==> src/rtl/fetch_ctrl.sv <==
// fetch_ctrl: owns the PC and sequences single-outstanding instruction fetches into the F->D register.
// Optional build macro FETCH_MISALIGN_CHECK_EN: a misaligned PC halts fetch and presents an exception payload.
module fetch_ctrl #(
    parameter int                ADDR_W   = 64,
    parameter int                INSTR_W  = 32,
    parameter logic [ADDR_W-1:0] PC_RESET = ADDR_W'(64'h0000_0000_8000_0000)
) (
    input  logic               clk,
    input  logic               resetn,
    output logic               ireq_valid,
    output logic [ADDR_W-1:0]  ireq_addr,
    input  logic               ireq_ready,
    input  logic               iresp_valid,
    input  logic [INSTR_W-1:0] iresp_data,
    input  logic               redirect,
    input  logic [ADDR_W-1:0]  redirect_pc,
    input  logic               stall,
    output logic               out_valid,
    output logic [ADDR_W-1:0]  out_pc,
    output logic [INSTR_W-1:0] out_instr,
    output logic               out_exc
);

    // REQ issue fetch | WAIT await data | HOLD data buffered, out busy | DISCARD drop stale response
    typedef enum logic [1:0] {
        S_REQ,
        S_WAIT,
        S_HOLD,
        S_DISCARD
    } state_t;

    state_t             state_q, state_d;
    logic [ADDR_W-1:0]  pc_q, pc_d;
    logic [ADDR_W-1:0]  out_pc_q, out_pc_d;
    logic [ADDR_W-1:0]  hold_pc_q, hold_pc_d;
    logic [INSTR_W-1:0] out_instr_q, out_instr_d;
    logic [INSTR_W-1:0] hold_instr_q, hold_instr_d;
    logic               out_valid_q, out_valid_d;
    logic               out_free;
    logic               req_fire;

`ifdef FETCH_MISALIGN_CHECK_EN
    logic               out_exc_q, out_exc_d;

    assign ireq_valid = (state_q == S_REQ) && (pc_q[1:0] == 2'b00);
    assign out_exc    = out_exc_q;
`else
    assign ireq_valid = (state_q == S_REQ);
    assign out_exc    = 1'b0;
`endif

    assign ireq_addr = pc_q;
    assign req_fire  = ireq_valid && ireq_ready;
    assign out_free  = !out_valid_q || !stall;
    assign out_valid = out_valid_q;
    assign out_pc    = out_pc_q;
    assign out_instr = out_instr_q;

    always_comb begin
        state_d      = state_q;
        pc_d         = pc_q;
        out_valid_d  = out_valid_q && stall;
        out_pc_d     = out_pc_q;
        out_instr_d  = out_instr_q;
        hold_pc_d    = hold_pc_q;
        hold_instr_d = hold_instr_q;
`ifdef FETCH_MISALIGN_CHECK_EN
        out_exc_d    = out_exc_q;
`endif

        if (redirect) begin
            pc_d        = redirect_pc;
            out_valid_d = 1'b0;
`ifdef FETCH_MISALIGN_CHECK_EN
            out_exc_d   = 1'b0;
`endif
            case (state_q)
                S_REQ:             state_d = req_fire ? S_DISCARD : S_REQ;
                S_WAIT, S_DISCARD: state_d = iresp_valid ? S_REQ : S_DISCARD;
                default:           state_d = S_REQ;
            endcase
        end else begin
            case (state_q)
                S_REQ: begin
                    if (req_fire) begin
                        state_d = S_WAIT;
                    end
`ifdef FETCH_MISALIGN_CHECK_EN
                    else if (pc_q[1:0] != 2'b00 && out_free) begin
                        out_valid_d = 1'b1;
                        out_pc_d    = pc_q;
                        out_instr_d = '0;
                        out_exc_d   = 1'b1;
                    end
`endif
                end
                S_WAIT: begin
                    if (iresp_valid) begin
                        pc_d = pc_q + ADDR_W'(4);
                        if (out_free) begin
                            out_valid_d = 1'b1;
                            out_pc_d    = pc_q;
                            out_instr_d = iresp_data;
`ifdef FETCH_MISALIGN_CHECK_EN
                            out_exc_d   = 1'b0;
`endif
                            state_d     = S_REQ;
                        end else begin
                            hold_pc_d    = pc_q;
                            hold_instr_d = iresp_data;
                            state_d      = S_HOLD;
                        end
                    end
                end
                S_HOLD: begin
                    if (out_free) begin
                        out_valid_d = 1'b1;
                        out_pc_d    = hold_pc_q;
                        out_instr_d = hold_instr_q;
`ifdef FETCH_MISALIGN_CHECK_EN
                        out_exc_d   = 1'b0;
`endif
                        state_d     = S_REQ;
                    end
                end
                default: begin
                    if (iresp_valid) begin
                        state_d = S_REQ;
                    end
                end
            endcase
        end
    end

    always_ff @(posedge clk or negedge resetn) begin
        if (!resetn) begin
            state_q      <= S_REQ;
            pc_q         <= PC_RESET;
            out_valid_q  <= 1'b0;
            out_pc_q     <= '0;
            out_instr_q  <= '0;
            hold_pc_q    <= '0;
            hold_instr_q <= '0;
`ifdef FETCH_MISALIGN_CHECK_EN
            out_exc_q    <= 1'b0;
`endif
        end else begin
            state_q      <= state_d;
            pc_q         <= pc_d;
            out_valid_q  <= out_valid_d;
            out_pc_q     <= out_pc_d;
            out_instr_q  <= out_instr_d;
            hold_pc_q    <= hold_pc_d;
            hold_instr_q <= hold_instr_d;
`ifdef FETCH_MISALIGN_CHECK_EN
            out_exc_q    <= out_exc_d;
`endif
        end
    end

endmodule
==> config.mk <==
export PLATFORM = sky130hd
export DESIGN_NAME = fetch_ctrl
export DESIGN_NICKNAME = d
export VERILOG_FILES = /design/src/rtl/fetch_ctrl.sv
export SDC_FILE = /design/constraint.sdc
export NUM_CORES = 1
export LEC_CHECK = 0
export ABC_CLOCK_PERIOD_IN_PS = 2700
export BUFFER_PORTS_ARGS = -buffer_cell sky130_fd_sc_hd__buf_2
export CAP_MARGIN = 10
export CORE_MARGIN = 3
export CORE_UTILIZATION = 49
export CTS_BUF_LIST = sky130_fd_sc_hd__clkbuf_8 sky130_fd_sc_hd__clkbuf_16
export DETAILED_ROUTE_END_ITERATION = 8
export PLACE_DENSITY = 0.87
export SLEW_MARGIN = 20
export SYNTH_ARGS = -nofsm -noshare
export SYNTH_HDL_FRONTEND = slang
export SYNTH_SLANG_ARGS = --single-unit
==> constraint.sdc <==
create_clock -name clk -period 2.7 [get_ports clk]
set_clock_uncertainty 0.05 [all_clocks]
set_input_delay 0.675 -clock clk [delete_from_list [all_inputs] [get_ports clk]]
set_output_delay 0.675 -clock clk [all_outputs]
set_load 0.03 [all_outputs]
==> results of run 1 <==
## registers in the layout, summed over array words and instances (netlist names)
| register | flops |
|---|---|
| hold_instr_q | 32 |
| out_instr | 32 |
| out_pc | 64 |
| out_valid | 1 |
| hold_pc_q | 64 |
| state_q | 2 |
| ireq_addr | 64 |
## cell usage after synthesis, types with 3 or more instances
cell and instances:
a211o_1 3, a21oi_1 9, a22oi_1 4, a31oi_1 11, and2_1 3, and3_1 13
and4_1 11, and4_2 5, buf_1 4, buf_4 3, clkbuf_1 62, dfrtp_1 258
ha_1 5, inv_1 7, mux2_2 98, mux2i_1 100, nand2_1 168, nand3_1 29
nand4_1 24, nor2_1 23, nor2b_1 3, nor3_1 6, nor4_1 14, o211ai_1 3
o21ai_0 140, o31ai_1 3, or2_2 3, or3_1 9, or4_1 9, xnor2_1 19
xor2_1 20
## per-layer routing
metal | wire length, µm | GRT usage, % | part of all wire (%)
met1 | 13300 | 31.4 | 40
met2 | 15900 | 41.1 | 48
met3 | 3000 | 7.71 | 9.0
met4 | 835 | 6.11 | 2.5
met5 | 158 | 0 | 0.47
## worst reg2reg max path: stages, from the launching register on
cell	delay [ps]
dfrtp_1	370
inv_1	90
ha_1	210
nand2_2	80
or4_4	520
or4_4	580
or4_1	510
nand3_1	100
## cells by family after synthesis
family          after synthesis  synth area share [%]
mux                         198                  17.5
simple gates                334                  13.8
buf+inv                      83                  2.97
xor+xnor                     39                  2.83
other cells                   1                0.0311
flops                       259                  53.8
fa+ha+maj                     5                 0.519
compound gates              186                  8.59
## where the power goes
part | switching [mW] | internal, mW
combinational | 3.60 | 2.02
clock | 1.49 | 1.99
sequential | 0.786 | 5.21
total | 5.87 | 9.22
## final cells by class
cell class | instances | area (µm²) | area share, %
clock inverters | 10 | 52.6 | 0.354
clock buffers | 34 | 772 | 5.21
inverters | 8 | 30.0 | 0.203
diodes | 1 | 2.50 | 0.0169
multi-input cells | 763 | 5230 | 35.3
flip-flops and latches | 259 | 6480 | 43.7
repair buffers | 323 | 1860 | 12.5
well taps | 319 | 399 | 2.69
## path summary, 6_finish.rpt
path                               endpoint  slack [ps]  depth (start not counted)
max                           ireq_addr[52]         120                          7
min                           ireq_addr[38]         310                          3
max reg2reg                   ireq_addr[52]         120                          7
min reg2reg                      out_pc[52]         420                          2
max in group asynchronous     hold_pc_q[30]        1220                          3
min in group asynchronous  hold_instr_q[25]         600                          2
## stage by stage
step	instances	worst slack [ps]
detailed placement	1671	39.6
CTS	1716	146
global route	1717	28.9
finish	1717	123
floorplan	1105	73.9
global placement	1671	68.8
==> flow_summary.ini, run 1 <==
[sta]
tightest_slew_ps = 695
final_hold_viol_count = 0
finalWorstPathRequiredPeriod_ps = 2580
rsz0062_at_grt = no
setup_viol = 0
slew_violations = 0
fin_setup_tns_ps = 0
max_freq_ghz = 0.388
relSlewSlack_pct = 53.6
whs_ps = 306
layout_worst_path_cycle_share_pct = 95.4

[placed_design]
dp_hpwl_um = 24000
io_buffers = 263
gp_congestion = 0.841
placed_area_um2 = 14000

[finish]
fillers = 1873
drive_above_1_share_pct = 34.4
final_util_pct = 62.2
area_growth_pct = 23.0
mostFrequentLayoutCell = buf_2
final_cell_mix = 261 x buf_2, 258 x dfrtp_1, 168 x nand2_1
nets = 1489
design_area_um2 = 14800

[floorplanning]
fp-row-count = 56
ios = 265
dieArea_um2 = 26500
dieHeight_um = 163
fp.coreArea_um2 = 23800
die_w_um = 163
initial_utilization_pct = 50.6

[setup_path]
path_buf_inv = 1
cp_top_family = simple AND/OR/NAND/NOR gates
worstPathRequired_ps = 3110
slowest_delay_ps = 580
crit_type = flop to flop
slowest_stage = or4_4
end_kind = flop
crit_path_start = state_q[1]
timing.rr.start = state_q[1]
crit_chain = inv_1 -> ha_1 -> nand2_2 -> or4_4 -> or4_4 -> or4_1 -> nand3_1
start_kind = flop
path_common_cell = or4_4
cp.arrival_ps = 2990
worstPathMaxFanout = 10

[grt]
antenna_found_initial = 15
grt_pass1_wl_um = 52600
grt_overflow = 0
grt_usage_pct = 24.6
grt_pass1_vias = 9700
grt_max_degree = 105

[yosys]
ys_types = 58
synth_fp_nets = 1212
postSynthAreaPerCell_um2 = 10.9
synthCells = 1105
synth_top_area_share_pct = 53.6
synthArstFlopShare_pct = 100
ys.flop_type = dfrtp_1
synth_edf_count = 0
synth-seq-cells = 259
synth_area_leader_cell = dfrtp_1
syn_area_um2 = 12100
synth_area_leaders = dfrtp_1 54%, mux2_2 9.2%, mux2i_1 8.3%, o21ai_0 5.8%, nand2_1 5.2%
yosysSeqAreaShare_pct = 53.8
yosysWarnings = 0

[cts]
cts.reportedPaths.clkPinSlew_ps = 60
clk_latency_ps = 530
cts-root-buf = clkbuf_16
htreeDepth = 1
cts.sink_count = 259
cts_resized = 0
cts_tree = yes
cts_setup_buffers = 0
numCtsBuffers = 27
holdBufCountCts = 1
clockBufferDepth = 3

[power]
vdd_drop_max_mv = 0.716
power_mw = 15.1
power_density_nw_per_um2 = 1020
power_leakage_nw = 7.06

[route]
vias_per_cell = 5.66
vias = 9712
ant_nets = 0
drt_wl_total_um = 33300
drt_iter0_drc = 633
dr.pass1.iters = 5
wl_per_cell_um = 19.4
drc_errors = 0

[run_status]
run_status = finished, final reports clean

[run]
cap_violations = 0

[hold_path]
min-delay-start = redirect_pc[38]
min_path_type = input pin to flop
(Power assumes the default switching activity.)
==> run 2, diff against run 1 <==
--- a/config.mk
+++ b/config.mk
@@ -13,6 +13,7 @@
 export CTS_BUF_LIST = sky130_fd_sc_hd__clkbuf_8 sky130_fd_sc_hd__clkbuf_16
 export DETAILED_ROUTE_END_ITERATION = 8
 export PLACE_DENSITY = 0.87
+export REMOVE_ABC_BUFFERS = 1
 export SLEW_MARGIN = 20
 export SYNTH_ARGS = -nofsm -noshare
 export SYNTH_HDL_FRONTEND = slang
==> flow_summary.ini, run 2 (synthesized netlist as in run 1, its figures left out) <==
[setup_path]
reg2reg_slack_ps = 110
setup.worst_path.end = ireq_addr[54]
worstPathRequired_ps = 3120
worstPathMaxFanout = 11
r2r-end = ireq_addr[54]
start_kind = flop
cp.arrival_ps = 3010
timing.rr.start = state_q[1]
crit_type = flop to flop
crit_path_start = state_q[1]
r2r_cells = 7
end_kind = flop

[finish]
final_cells = 1725
nets = 1490
final_cell_mix = 261 x buf_2, 258 x dfrtp_1, 168 x nand2_1
area_growth_pct = 24.7
drive_above_1_share_pct = 34.6
mostFrequentLayoutCell = buf_2

[power]
power_leakage_nw = 7.18
p_int_mw = 9.84
vdd_drop_max_mv = 0.642
p_comb_share_pct = 35.5
power_mw = 15.7
clockPowerShare_pct = 26.5
power_density_nw_per_um2 = 1050
sequentialPowerShare_pct = 38.0
p_sw_mw = 5.87
netSwitchingFraction_pct = 37.4

[cts]
cts.reportedPaths.clkPinSlew_ps = 60
htreeDepth = 1
cts_setup_buffers = 0
cts.sink_count = 259
clockBufferDepth = 3
holdBufCountCts = 0
clk_latency_ps = 540
cts_tree = yes
cts_resized = 0
numCtsBuffers = 28
cts-root-buf = clkbuf_16

[sta]
max_freq_ghz = 0.386
finalWorstPathRequiredPeriod_ps = 2590
rsz0062_at_grt = no
layout_worst_path_cycle_share_pct = 95.9
relSlewSlack_pct = 46.1
final_hold_viol_count = 0
slew_violations = 0
setup_viol = 0
tightest_slew_ps = 808

[route]
dr.pass1.iters = 5
vias = 9740
drt_wl_total_um = 32800
vias_per_cell = 5.65
drc_errors = 0
ant_nets = 0
drt_iter0_drc = 702
wl_per_cell_um = 19.0

[placed_design]
dp_hpwl_um = 22800
io_buffers = 263
gp_congestion = 0.858
post-place-cells = 1672

[grt]
grt_overflow = 0
antenna_found_initial = 2
grt_pass1_vias = 9838
grt_max_degree = 105
grt_pass1_wl_um = 52300
grt_usage_pct = 24.4

[run_status]
run_status = finished, final reports clean

[floorplanning]
die_w_um = 163
fp-row-count = 56
fp.coreArea_um2 = 23800
ios = 265
dieArea_um2 = 26500
initial_utilization_pct = 50.6
dieHeight_um = 163

[hold_path]
min_path_type = input pin to asynchronous set/reset pin

[run]
cap_violations = 0
==> run 2: worst min-delay path by stage <==
| stage | cells past startpoint | endpoint | slack (ps) |
|---|---|---|---|
| floorplan | 0 | hold_instr_q[0] | 330 |
| global placement | 2 | out_instr[29] | 410 |
| detailed placement | 2 | out_instr[31] | 410 |
| CTS | 1 | hold_instr_q[13] | 70 |
| global route | 1 | hold_instr_q[6] | 90 |
| finish | 1 | hold_instr_q[13] | 70 |
==> run 2: layout make-up <==
| cell class | count | area [µm²] |
|---|---|---|
| repair buffers | 323 | 1850 |
| inverters | 8 | 30.0 |
| diodes | 1 | 2.50 |
| clock buffers | 37 | 836 |
| well taps | 319 | 399 |
| clock inverters | 15 | 194 |
| flip-flops and latches | 259 | 6480 |
| fillers | 1885 | 8790 |
| multi-input cells | 763 | 5230 |
==> run 2: metal layers <==
metal / GRT usage [%] / up-vias / share of wire (%)
met5: 0 / - / 0.043
met4: 7.61 / 4 / 2.9
met3: 4.96 / 75 / 7.2
met2: 40.9 / 385 / 48
met1: 31.9 / 4761 / 42
li1: - / 4515 / -
==> run 2: critical path, cell delays in order (launching register included) <==
cell and delay, ps:
dfrtp_1 370, inv_1 80, ha_2 240, nand2_2 80, or4_4 520, or4_4 600
or4_1 500, nand3_1 90
==> run 2: power by group through the flow <==
stage               registers [mW]  logic [mW]  clock network (mW)
floorplan                     7.34        2.57                   0
global placement              5.91        5.41                   0
detailed placement            6.02        5.59                   0
CTS                           5.97        5.63                4.26
global route                  6.13        6.05                4.43
finish                        5.97        5.58                4.16
==> run 2: metrics by stage <==
step	utilization (%)	hold WS, ps	setup WS (ps)	instance area, µm²	setup TNS [ps]
detailed placement	58.8	415	27.4	14000	0
floorplan	-	329	-5600	11700	-1016220
global placement	58.8	405	56.9	14000	0
finish	63.1	66.7	112	15000	0
global route	63.1	91.9	17.5	15000	0
CTS	63.1	70.2	53.6	15000	0
